**src/rtl/acc_stream_pkg.sv**
```systemverilog
// Shared constants for the accumulator stream master: FSM state codes,
// default geometry and the watchdog counter sizing helper.
package acc_stream_pkg;

  localparam int DEF_TIMEOUT = 1024;
  localparam int DEF_W       = 8;

  // State codes kept as plain constants so older tools see a simple vector.
  localparam logic [2:0] ST_IDLE   = 3'd0;
  localparam logic [2:0] ST_LEN    = 3'd1;
  localparam logic [2:0] ST_DATA   = 3'd2;
  localparam logic [2:0] ST_RESULT = 3'd3;
  localparam logic [2:0] ST_DONE   = 3'd4;

  function automatic int wd_width(input int timeout);
    return $clog2(timeout + 1);
  endfunction

  localparam int DEF_WDW = wd_width(DEF_TIMEOUT);

endpackage

```
**src/rtl/acc_stream_gen.sv**
```systemverilog
// Byte generator: seed + i*step sequence with a running modular sum and a
// last-byte flag, advanced one byte per accepted transfer.
module acc_stream_gen
  import acc_stream_pkg::*;
#(
  parameter int W = DEF_W
) (
  input  logic         CLK,
  input  logic         RST,
  input  logic         load,
  input  logic         adv,
  input  logic [W-1:0] job_len,
  input  logic [W-1:0] job_seed,
  input  logic [W-1:0] job_step,
  output logic [W-1:0] len,
  output logic [W-1:0] data,
  output logic [W-1:0] sum,
  output logic         last
);

  logic [W-1:0] step_q;
  logic [W-1:0] idx;

  always_ff @(posedge CLK) begin
    if (RST) begin
      len    <= '0;
      data   <= '0;
      sum    <= '0;
      step_q <= '0;
      idx    <= '0;
    end else if (load) begin
      len    <= job_len;
      data   <= job_seed;
      sum    <= '0;
      step_q <= job_step;
      idx    <= '0;
    end else if (adv) begin
      data <= data + step_q;
      sum  <= sum + data;
      idx  <= idx + W'(1);
    end
  end

  assign last = (idx == len - W'(1));

endmodule

```
**src/rtl/acc_stream_master.sv**
```systemverilog
// Streams a generated byte sequence into an accumulator (len, din, dout
// methods) and compares its result with a locally computed sum.
//   state  | meaning
//   IDLE   | waiting for job_en
//   LEN    | writing the byte count
//   DATA   | streaming bytes, one per accepted din transfer
//   RESULT | reading the accumulated value
//   DONE   | one-cycle result pulse
module acc_stream_master
  import acc_stream_pkg::*;
#(
  parameter int TIMEOUT = DEF_TIMEOUT,
  parameter int W       = DEF_W
) (
  input  logic         CLK,
  input  logic         RST,
  input  logic [W-1:0] job_len,
  input  logic [W-1:0] job_seed,
  input  logic [W-1:0] job_step,
  input  logic         job_en,
  output logic         job_rdy,
  output logic [W-1:0] len_data,
  output logic         len_en,
  input  logic         len_rdy,
  output logic [W-1:0] din_data,
  output logic         din_en,
  input  logic         din_rdy,
  input  logic [W-1:0] dout_data,
  output logic         dout_en,
  input  logic         dout_rdy,
  output logic         res_valid,
  output logic [W-1:0] res_sum,
  output logic [W-1:0] res_exp,
  output logic         res_match,
  output logic         res_timeout,
  output logic         busy
);

  localparam int WDW = wd_width(TIMEOUT);

  logic [2:0]     state;
  logic [2:0]     state_nx;
  logic [WDW-1:0] wd;
  logic           wd_expired;
  logic           abort_nx;
  logic           xfer;
  logic [W-1:0]   gen_len;
  logic [W-1:0]   gen_sum;
  logic           gen_last;

  acc_stream_gen #(.W(W)) u_gen (
    .CLK      (CLK),
    .RST      (RST),
    .load     (job_rdy && job_en),
    .adv      (din_en),
    .job_len  (job_len),
    .job_seed (job_seed),
    .job_step (job_step),
    .len      (gen_len),
    .data     (din_data),
    .sum      (gen_sum),
    .last     (gen_last)
  );

  // Enables are gated by ready so an enable always means a transfer.
  assign job_rdy    = (state == ST_IDLE);
  assign busy       = ~job_rdy;
  assign len_en     = (state == ST_LEN) && len_rdy;
  assign din_en     = (state == ST_DATA) && din_rdy;
  assign dout_en    = (state == ST_RESULT) && dout_rdy;
  assign res_valid  = (state == ST_DONE);
  assign len_data   = gen_len;
  assign xfer       = len_en || din_en || dout_en;
  assign wd_expired = (wd == WDW'(TIMEOUT - 1));

  always_comb begin
    state_nx = state;
    abort_nx = 1'b0;
    case (state)
      ST_IDLE:   if (job_en) state_nx = ST_LEN;
      ST_LEN:    if (len_en) state_nx = (gen_len == '0) ? ST_RESULT : ST_DATA;
                 else if (wd_expired) begin state_nx = ST_DONE; abort_nx = 1'b1; end
      ST_DATA:   if (din_en) begin if (gen_last) state_nx = ST_RESULT; end
                 else if (wd_expired) begin state_nx = ST_DONE; abort_nx = 1'b1; end
      ST_RESULT: if (dout_en) state_nx = ST_DONE;
                 else if (wd_expired) begin state_nx = ST_DONE; abort_nx = 1'b1; end
      ST_DONE:   state_nx = ST_IDLE;
      default:   state_nx = ST_IDLE;
    endcase
  end

  always_ff @(posedge CLK) begin
    if (RST) begin
      state       <= ST_IDLE;
      wd          <= '0;
      res_sum     <= '0;
      res_exp     <= '0;
      res_match   <= 1'b0;
      res_timeout <= 1'b0;
    end else begin
      state <= state_nx;
      if (xfer || state_nx != state)
        wd <= '0;
      else if (state == ST_LEN || state == ST_DATA || state == ST_RESULT)
        wd <= wd + WDW'(1);
      // Result registers only move on the way into DONE; on abort the last
      // captured accumulator value is left in res_sum.
      if (state != ST_DONE && state_nx == ST_DONE) begin
        res_exp     <= gen_sum;
        res_timeout <= abort_nx;
        res_match   <= !abort_nx && (dout_data == gen_sum);
        if (!abort_nx) res_sum <= dout_data;
      end
    end
  end

endmodule

```
**config.mk**
```make
export PLATFORM = sky130hd
export DESIGN_NAME = acc_stream_master
export DESIGN_NICKNAME = d
export VERILOG_FILES = /design/src/rtl/acc_stream_pkg.sv /design/src/rtl/acc_stream_gen.sv /design/src/rtl/acc_stream_master.sv
export SDC_FILE = /design/constraint.sdc
export NUM_CORES = 1
export LEC_CHECK = 0
export ABC_AREA = 0
export BUFFER_PORTS_ARGS = -buffer_cell sky130_fd_sc_hd__buf_2
export CORE_MARGIN = 2
export CORE_UTILIZATION = 25
export CTS_CLUSTER_DIAMETER = 120
export DETAILED_ROUTE_END_ITERATION = 10
export PLACE_DENSITY_LB_ADDON = 0.12
export SYNTH_ARGS = -nofsm -noshare
export SYNTH_HDL_FRONTEND = slang
export SYNTH_SLANG_ARGS = --single-unit
```
**constraint.sdc**
```tcl
create_clock -name CLK -period 2.9 [get_ports CLK]
set_clock_uncertainty 0.2 [all_clocks]
set_input_delay 0 -clock CLK [delete_from_list [all_inputs] [get_ports CLK]]
set_output_delay 0 -clock CLK [all_outputs]
set_load 0.02 [all_outputs]
```
---- Word level (Yosys, flattened, before mapping) ----
Index checks and enable logic that the tools add are counted.
storage, ports and cells
  memories kept ........................... 0
  bits of input ports ..................... 38
  memory bits (read-only) ................. 0
  bits in latches ......................... 0
  logic and storage cells ................. 61
  output and inout bits ................... 40
  register bits ........................... 72
  RAM bits ................................ 0
operators by class
  multiplexer cells ....................... 15
  equality and inequality tests ........... 10
  shift operators ......................... 0
  div/mod/pow operators ................... 0
  order comparisons ....................... 0
  multiply operators ...................... 0
  bitwise operators ....................... 2
  $add $sub $neg .......................... 5
  reduce and logical (&&, ||, !) cells .... 18
operator list
  cell                   count
  $mux 3                 6
  $add 8x8->8            2
  $eq 8x8->1             2
  $mux 8                 2
  $pmux 3 s4             1
  $add 11x1->11 const B  1
  $eq 11x10->1 const B   1
  $add 8x1->8 const B    1
  $logic_not 8->1        1
  $sub 8x1->8 const B    1
  $eq 3x2->1 const B     2
  $eq 3x3->1 const B     2
  $logic_and 1x1->1      6
  $logic_or 1x1->1       5
  $mux 1                 5
  $reduce_or 2->1        2
  $eq 3x1->1 const B     1
  $logic_not 3->1        1
  $ne 3x3->1             1
  $ne 3x3->1 const B     1
  $pmux 1 s3             1
  $not 1->1              2
  $reduce_and 2->1       1
  $reduce_bool 2->1      1
  $logic_not 1->1        1

---- Longest topological paths before layout ----
Gate-level depths: netlist of the first run.
  depth in word-level cells ............... 8
  depth in mapped cells ................... 9
  mapped depth without buffers ............ 9

---- Modules after synthesis ----
Synthesis of the first run repeated with hierarchy kept, for this count alone.
unflattened totals
  cells, all modules ...................... 434
  area total of the unflattened synthesis .. 3757.4 um^2
modules (own cells, without submodules)
  module             area an instance (um^2)  cells an instance  seq. area each (um^2)  times used
  acc_stream_gen     2272.2                   255                800.8                  1
  acc_stream_master  1485.2                   179                640.6                  1

---- Least setup slack after synthesis of the first run ----
OpenSTA, ideal clock, no wires.
  kind .................................... register to register
  start ................................... register u_gen.data[0]
  end ..................................... register u_gen.data[6]
  clock period less this slack ............ 2.340 ns
  library setup time ...................... 0.060 ns
  required time ........................... 2.640 ns
  arrival time ............................ 2.080 ns
  buffers on the path ..................... 0
  setup slack ............................. 0.560 ns
  stages on the path, launching flop included .. 10
  cells stage by stage .................... dfxtp_1 > ha_1 > inv_1 > fa_1 > nor2b_1 > o21ai_0 > a21oi_1 > o21ai_0 > a2111oi_0 > a311o_1
between the ends
  word-level cells in the longest chain between the ends .. 3
RTL lines
  element                 RTL line              source
  start, declared         acc_stream_gen.sv:16  output logic [W-1:0] data,
  start signal, assigned  acc_stream_gen.sv:33  data <= job_seed;
  start signal, assigned  acc_stream_gen.sv:38  data <= data + step_q;
  $add 8x8->8             acc_stream_gen.sv:38
  $mux 8                  acc_stream_gen.sv:37  end else if (adv) begin
  $mux 8                  acc_stream_gen.sv:31  end else if (load) begin
Every way passes these cells. The select of a mux whose other input is x is not followed.
A chain may end at the register's enable or synchronous reset.

---- Final worst setup path of the first run ----
  start ................................... register state[2]
  end ..................................... register u_gen.len[0]
between the ends
  word-level cells in the longest chain between the ends .. 2
RTL lines
  element                 RTL line                  source
  start, declared         acc_stream_master.sv:41   logic [2:0] state;
  start signal, assigned  acc_stream_master.sv:101  state <= state_nx;
  $logic_not 3->1         acc_stream_master.sv:66   assign job_rdy = (state == ST_IDLE);
  $logic_and 1x1->1       acc_stream_master.sv:54   .load (job_rdy && job_en),
  end signal, assigned    acc_stream_gen.sv:32      len <= job_len;
  end, declared           acc_stream_gen.sv:15      output logic [W-1:0] len,
Every way passes these cells.

==> flow_summary.ini, run 1 <==
[outcome]
status = complete, no violations

[setup_path]
cp-start-kind = register
crit_arrival_ns = 2.57
endpoint_kind = register
path_class = register to register
regToRegStartpoint = state[2]
worstPathMaxFanout = 18
required_ns = 2.99
crit_start = state[2]

[synth]
syn_nets = 523
synth-main-ff-cell = dfxtp_1
ys_ff_latch = 72
ys_seq_area_share_pct = 38.7
synth.avg_cell_area_sq_um = 7.99
synth_edf_count = 0
yosysTopAreaCellShare_pct = 38.7
synth_area_sq_mm = 0.00372
synth.area.top_cells = dfxtp_1 (39%), nand2_1 (9.3%), a21oi_1 (7.5%)
synth_cells = 466
synth_cell_types = 47
synth_warnings = 0
async_flop_share_pct = 0
yosysTopAreaCell = dfxtp_1

[timing]
rsz0062_at_grt = no
max_slew_margin_pct = 58.5
hold_viol_final = 0
worstMarginPinSlew_ns = 0.608
whs_ns = 0.0183
period_share_pct = 85.6
maxSlewViolCount = 0
max_freq_mhz = 403
tns_ns = 0
fin_ws_ns = 0.419
setup_viol_count_final = 0
finalCriticalPeriod_ns = 2.48

[placed_design]
place.gp.congestion = 0.783
place_hpwl_um = 7610
place_ws_ns = 0.484
postPlaceCellArea_sq_mm = 0.00431
portBuffers = 77

[drt]
ant_nets = 0
drc_errors = 0
dr.pass1.iters = 4
wl_per_cell_um = 13.5
drtIter0Drc = 140
vias_per_cell = 4.54
routed_wl_um = 10400
route.vias.total = 3508

[clocking]
cts_resized = 0
cts_root_buf = clkbuf_16
cts_tree = done
ctsHtreeMaxLevel = 3
clock_latency_ns = 0.34
path_clk_slew_ns = 0.06
cts_buffers = 9
clockBufferDepth = 2
cts_sinks = 72

[die]
design.die.area_sq_mm = 0.0159
core_area_sq_mm = 0.0145
start_util_pct = 25.6
core.rowCount = 44
die_w_um = 126
boundaryPins = 78
die_y_um = 126

[final_layout]
drive_gt1_share_pct = 19.0
final_common_cell = nand2_1
nets = 640
area_delta_synth_final_pct = 34.3
antenna-diode-count = 0
fin_area_sq_mm = 0.00500
seqCellArea_sq_mm = 0.00144
final_cell_mix = nand2_1 (92), buf_2 (77), dfxtp_1 (72)
fill_cells = 1613
multi_input_area_sq_mm = 0.00210

[power_and_ir_drop]
peakVddDrop_mv = 0.260
power.leakage_nw = 2.11
power_density_mw_per_mm2 = 514

[global_routing]
track_usage_pct = 13.6
antenna_found_initial = 0
grt_max_degree = 34
grt_pass1_vias = 3448
grt_pass1_wl_um = 17200
overflow = 0

[min_path]
min_path_type = primary input to register
min_from = job_en

[job]
drv_cap = 0
-- flip-flops by register name, indices dropped and copies added (netlist names) --
name / flops
wd: 11
res_exp: 8
res_sum: 8
u_gen.data: 8
u_gen.idx: 8
u_gen.len: 8
u_gen.step_q: 8
u_gen.sum: 8
state: 3
res_match: 1
res_timeout: 1
-- logic make-up after synthesis --
kind of cell | after synthesis | synth area share, %
xor+xnor | 40 | 9.41
buf+inv | 42 | 4.74
fa+ha+maj | 19 | 6.79
flops | 72 | 38.7
simple gates | 197 | 24.6
mux | 3 | 0.807
compound gates | 93 | 14.9
-- final timing paths --
| path | end | slack [ns] | cells past startpoint |
|---|---|---|---|
| worst max register to register | u_gen.len[0] | 0.42 | 6 |
| worst max-delay path | u_gen.len[0] | 0.42 | 6 |
| worst min-delay path | u_gen.step_q[4] | 0.02 | 5 |
| worst min register to register | res_sum[5] | 0.25 | 2 |
-- final cells by class --
class | instances | share of cell area [%]
clock buffers | 12 | 4.93
clock inverters | 4 | 0.401
inverters | 18 | 1.35
multi-input cells | 352 | 42.1
flip-flops and latches | 72 | 28.8
well taps | 184 | 4.61
repair buffers | 130 | 17.8
-- worst max-delay path, cell delays in order, from the launching register on --
cell	delay, ns
dfxtp_1	0.41
nor3_1	0.53
and2_1	0.26
buf_4	0.25
nand2_1	0.08
a21oi_1	0.12
dlygate4sd3_1	0.56
-- per-layer routing --
layer,part of all wire (%),global-route usage (%)
met1,51,17.9
met2,43,21.1
met3,4.3,3.06
met4,2.5,6.66
met5,0,0
-- cells in the mapped netlist (3+ instances only) --
cell type / n
a2111oi_0: 5
a21oi_1: 56
a22oi_1: 4
and2_1: 4
and3_1: 7
buf_2: 9
clkbuf_1: 14
dfxtp_1: 72
ha_1: 17
inv_1: 16
mux2i_1: 3
nand2_1: 92
nand2b_1: 6
nand3_1: 9
nand4_1: 6
nor2_1: 35
nor2b_1: 4
nor3_1: 10
nor4_1: 5
o211ai_1: 3
o21ai_0: 8
or2_2: 4
or3_1: 7
xnor2_1: 20
xor2_1: 20
-- stage by stage --
step           power (mW)  cells  util, %
4_1_cts              2.60    772     34.4
2_1_floorplan        1.38    466        -
5_1_grt              2.71    772     34.4
3_5_place_dp         1.53    714     29.7
3_3_place_gp         1.52    714     29.7
6_report             2.57    772     34.4
-- what timing repair did --
action                                 4_1_cts  5_1_grt
endpoints found under the hold margin       36        0
buffers inserted                             0        0
hold buffers                                42        0
-- where the power goes --
part / internal (mW) / switching [mW] / total, mW
clock: 0.596 / 0.425 / 1.02
sequential: 1.03 / 0.0515 / 1.08
combinational: 0.210 / 0.258 / 0.468
Note: power is estimated with default switching activity, not from simulation.
==> run 2, diff against run 1 <==
==> constraint.sdc (replaced) <==
create_clock -name CLK -period 2.6 [get_ports CLK]
set_clock_uncertainty 0.2 [all_clocks]
set_input_delay 0 -clock CLK [delete_from_list [all_inputs] [get_ports CLK]]
set_output_delay 0 -clock CLK [all_outputs]
set_load 0.02 [all_outputs]
==> run 2 against run 1 <==
Compared with the run above: core utilization increased by 0.44 points; cell count is 0.39% higher; die area stayed put; maximum frequency is 2.1% higher; critical path depth is 2 higher; first-iteration DRC count decreased by 32%; global-route usage rose by 0.12 points; non-clock buffer count is 3 higher; clock power increased by 25%; worst hold slack improved by 0.0019 ns; register-to-register slack worse by 0.25 ns.
==> flow_summary.ini, run 2 (synthesis results as in run 1) <==
[drt]
wl_met2_um = 4730
drc_errors = 0
drtIter0Drc = 95
wl_met3_um = 342
wl_per_cell_um = 13.5
route.vias.total = 3506
vias_per_cell = 4.52
dr.pass1.iters = 4
top_layer = met4
routed_wl_um = 10500
ant_nets = 0
drt-met1-wl_um = 5230

[final_layout]
final_common_cell = nand2_1
fin_util_pct = 34.8
drive_gt1_share_pct = 19.8
final_cell_mix = nand2_1 (92), buf_2 (77), dfxtp_1 (72)
largest_reg_flops = 11
nets = 643
top_register = wd
fin_area_sq_mm = 0.00506
antenna-diode-count = 0
area_delta_synth_final_pct = 36.0

[placed_design]
place.gp.congestion = 0.777
place_hpwl_um = 7760
portBuffers = 77
postPlaceCellArea_sq_mm = 0.00433

[clocking]
clock_latency_ns = 0.34
ctsHtreeMaxLevel = 3
cts_sinks = 72
clockBufferDepth = 2
cts_buffers = 9
cts_setup_buffers = 0
cts_tree = done
cts_root_buf = clkbuf_16
path_clk_slew_ns = 0.06

[timing]
rsz0062_at_grt = no
hold_viol_final = 0
setup_viol_count_final = 0
whs_ns = 0.0202
finalCriticalPeriod_ns = 2.43
maxSlewViolCount = 0
tns_ns = 0
period_share_pct = 93.5
max_slew_margin_pct = 55.7
max_freq_mhz = 411
worstMarginPinSlew_ns = 0.648

[global_routing]
grt_pass1_vias = 3494
antenna_found_initial = 0
grt_max_degree = 25
track_usage_pct = 13.7
overflow = 0
grt_pass1_wl_um = 17500

[die]
core.rowCount = 44
boundaryPins = 78
design.die.area_sq_mm = 0.0159
core_area_sq_mm = 0.0145
die_y_um = 126
die_w_um = 126
start_util_pct = 25.6

[power_and_ir_drop]
combPwrFrac_pct = 17.7
clockPowerShare_pct = 42.4
power_density_mw_per_mm2 = 596
power.switching_mw = 0.855
internal_power_mw = 2.16
power.leakage_nw = 2.14
sw_frac_of_total_pct = 28.4
peakVddDrop_mv = 0.250
power.share.sequential_pct = 39.8

[setup_path]
required_ns = 2.68
crit_arrival_ns = 2.51
endpoint_kind = register
worstPathMaxFanout = 5
reg2reg_to = u_gen.data[6]
ff2ff_path_depth = 8
reg2reg_slack_ns = 0.17
regToRegStartpoint = u_gen.data[1]
path_class = register to register
cp-start-kind = register

[min_path]
min_from = job_en
hold_end = u_gen.len[0]
hold_path_depth = 5
min_path_type = primary input to register

[job]
drv_cap = 0

[outcome]
status = complete, no violations
[run 2: changes by cell type in the layout (fill, tap and decap cells not counted), sizes merged]
| cell | before | now |
|---|---|---|
| clkinvlp | 0 | 1 |
| clkbuf | 12 | 10 |
| buf | 88 | 91 |
| bufinv | 0 | 1 |
[run 2: metrics by stage]
stage / setup slack, ns / power [mW] / cells
3_3_place_gp: 0.224 / 1.71 / 717
6_report: 0.169 / 3.02 / 775
3_5_place_dp: 0.156 / 1.71 / 717
2_1_floorplan: 0.260 / 1.54 / 466
4_1_cts: 0.161 / 3.06 / 775
5_1_grt: 0.0111 / 3.17 / 775
[run 2: metal layers]
layer | up-vias | GRT usage, %
li1 | 1836 | -
met2 | 59 | 21.4
met1 | 1600 | 18.4
met5 | - | 0
met4 | 0 | 6.14
met3 | 11 | 2.59
[run 2: cell type report]
type | count | area (sq um)
tap | 184 | 230
multi-input combinational | 352 | 2100
inverter | 18 | 67.6
fill | 1594 | 9470
sequential | 72 | 1440
clock buffer | 10 | 239
clock inverter | 6 | 68.8
timing repair buffer | 133 | 911
[run 2: power groups by stage]
stage                     sequential, mW  clock, mW  combinational, mW
after global placement              1.22          0              0.484
after floorplan                     1.24          0              0.303
after detailed placement            1.23          0              0.486
final                               1.20       1.28              0.535
after CTS                           1.20       1.32              0.541
after global routing                1.21       1.36              0.597
[run 2: repair_timing]
item | CTS | global route
endpoints found under the setup margin | 0 | 0
gates resized for setup | 0 | 0
hold endpoints to repair | 34 | 0
hold buffers | 42 | 0
[run 2: how the worst max path moves through the flow]
stage	start	end	slack [ns]	cells after the start
after floorplan	u_gen.data[0]	u_gen.data[6]	0.26	9
after global placement	wd[0]	res_exp[0]	0.22	8
after detailed placement	u_gen.data[1]	u_gen.data[6]	0.16	8
after CTS	u_gen.data[1]	u_gen.data[6]	0.16	8
after global routing	u_gen.data[0]	u_gen.data[6]	0.01	9
final	u_gen.data[1]	u_gen.data[6]	0.17	8
[run 2: worst max-delay path: stages (launching register included)]
cell and delay (ns):
dfxtp_1 0.43, inv_1 0.13, fa_1 0.47, nor2b_1 0.12, o21ai_0 0.11, a21oi_1 0.19, o21ai_0 0.12, a2111oi_0 0.41
a311o_1 0.17
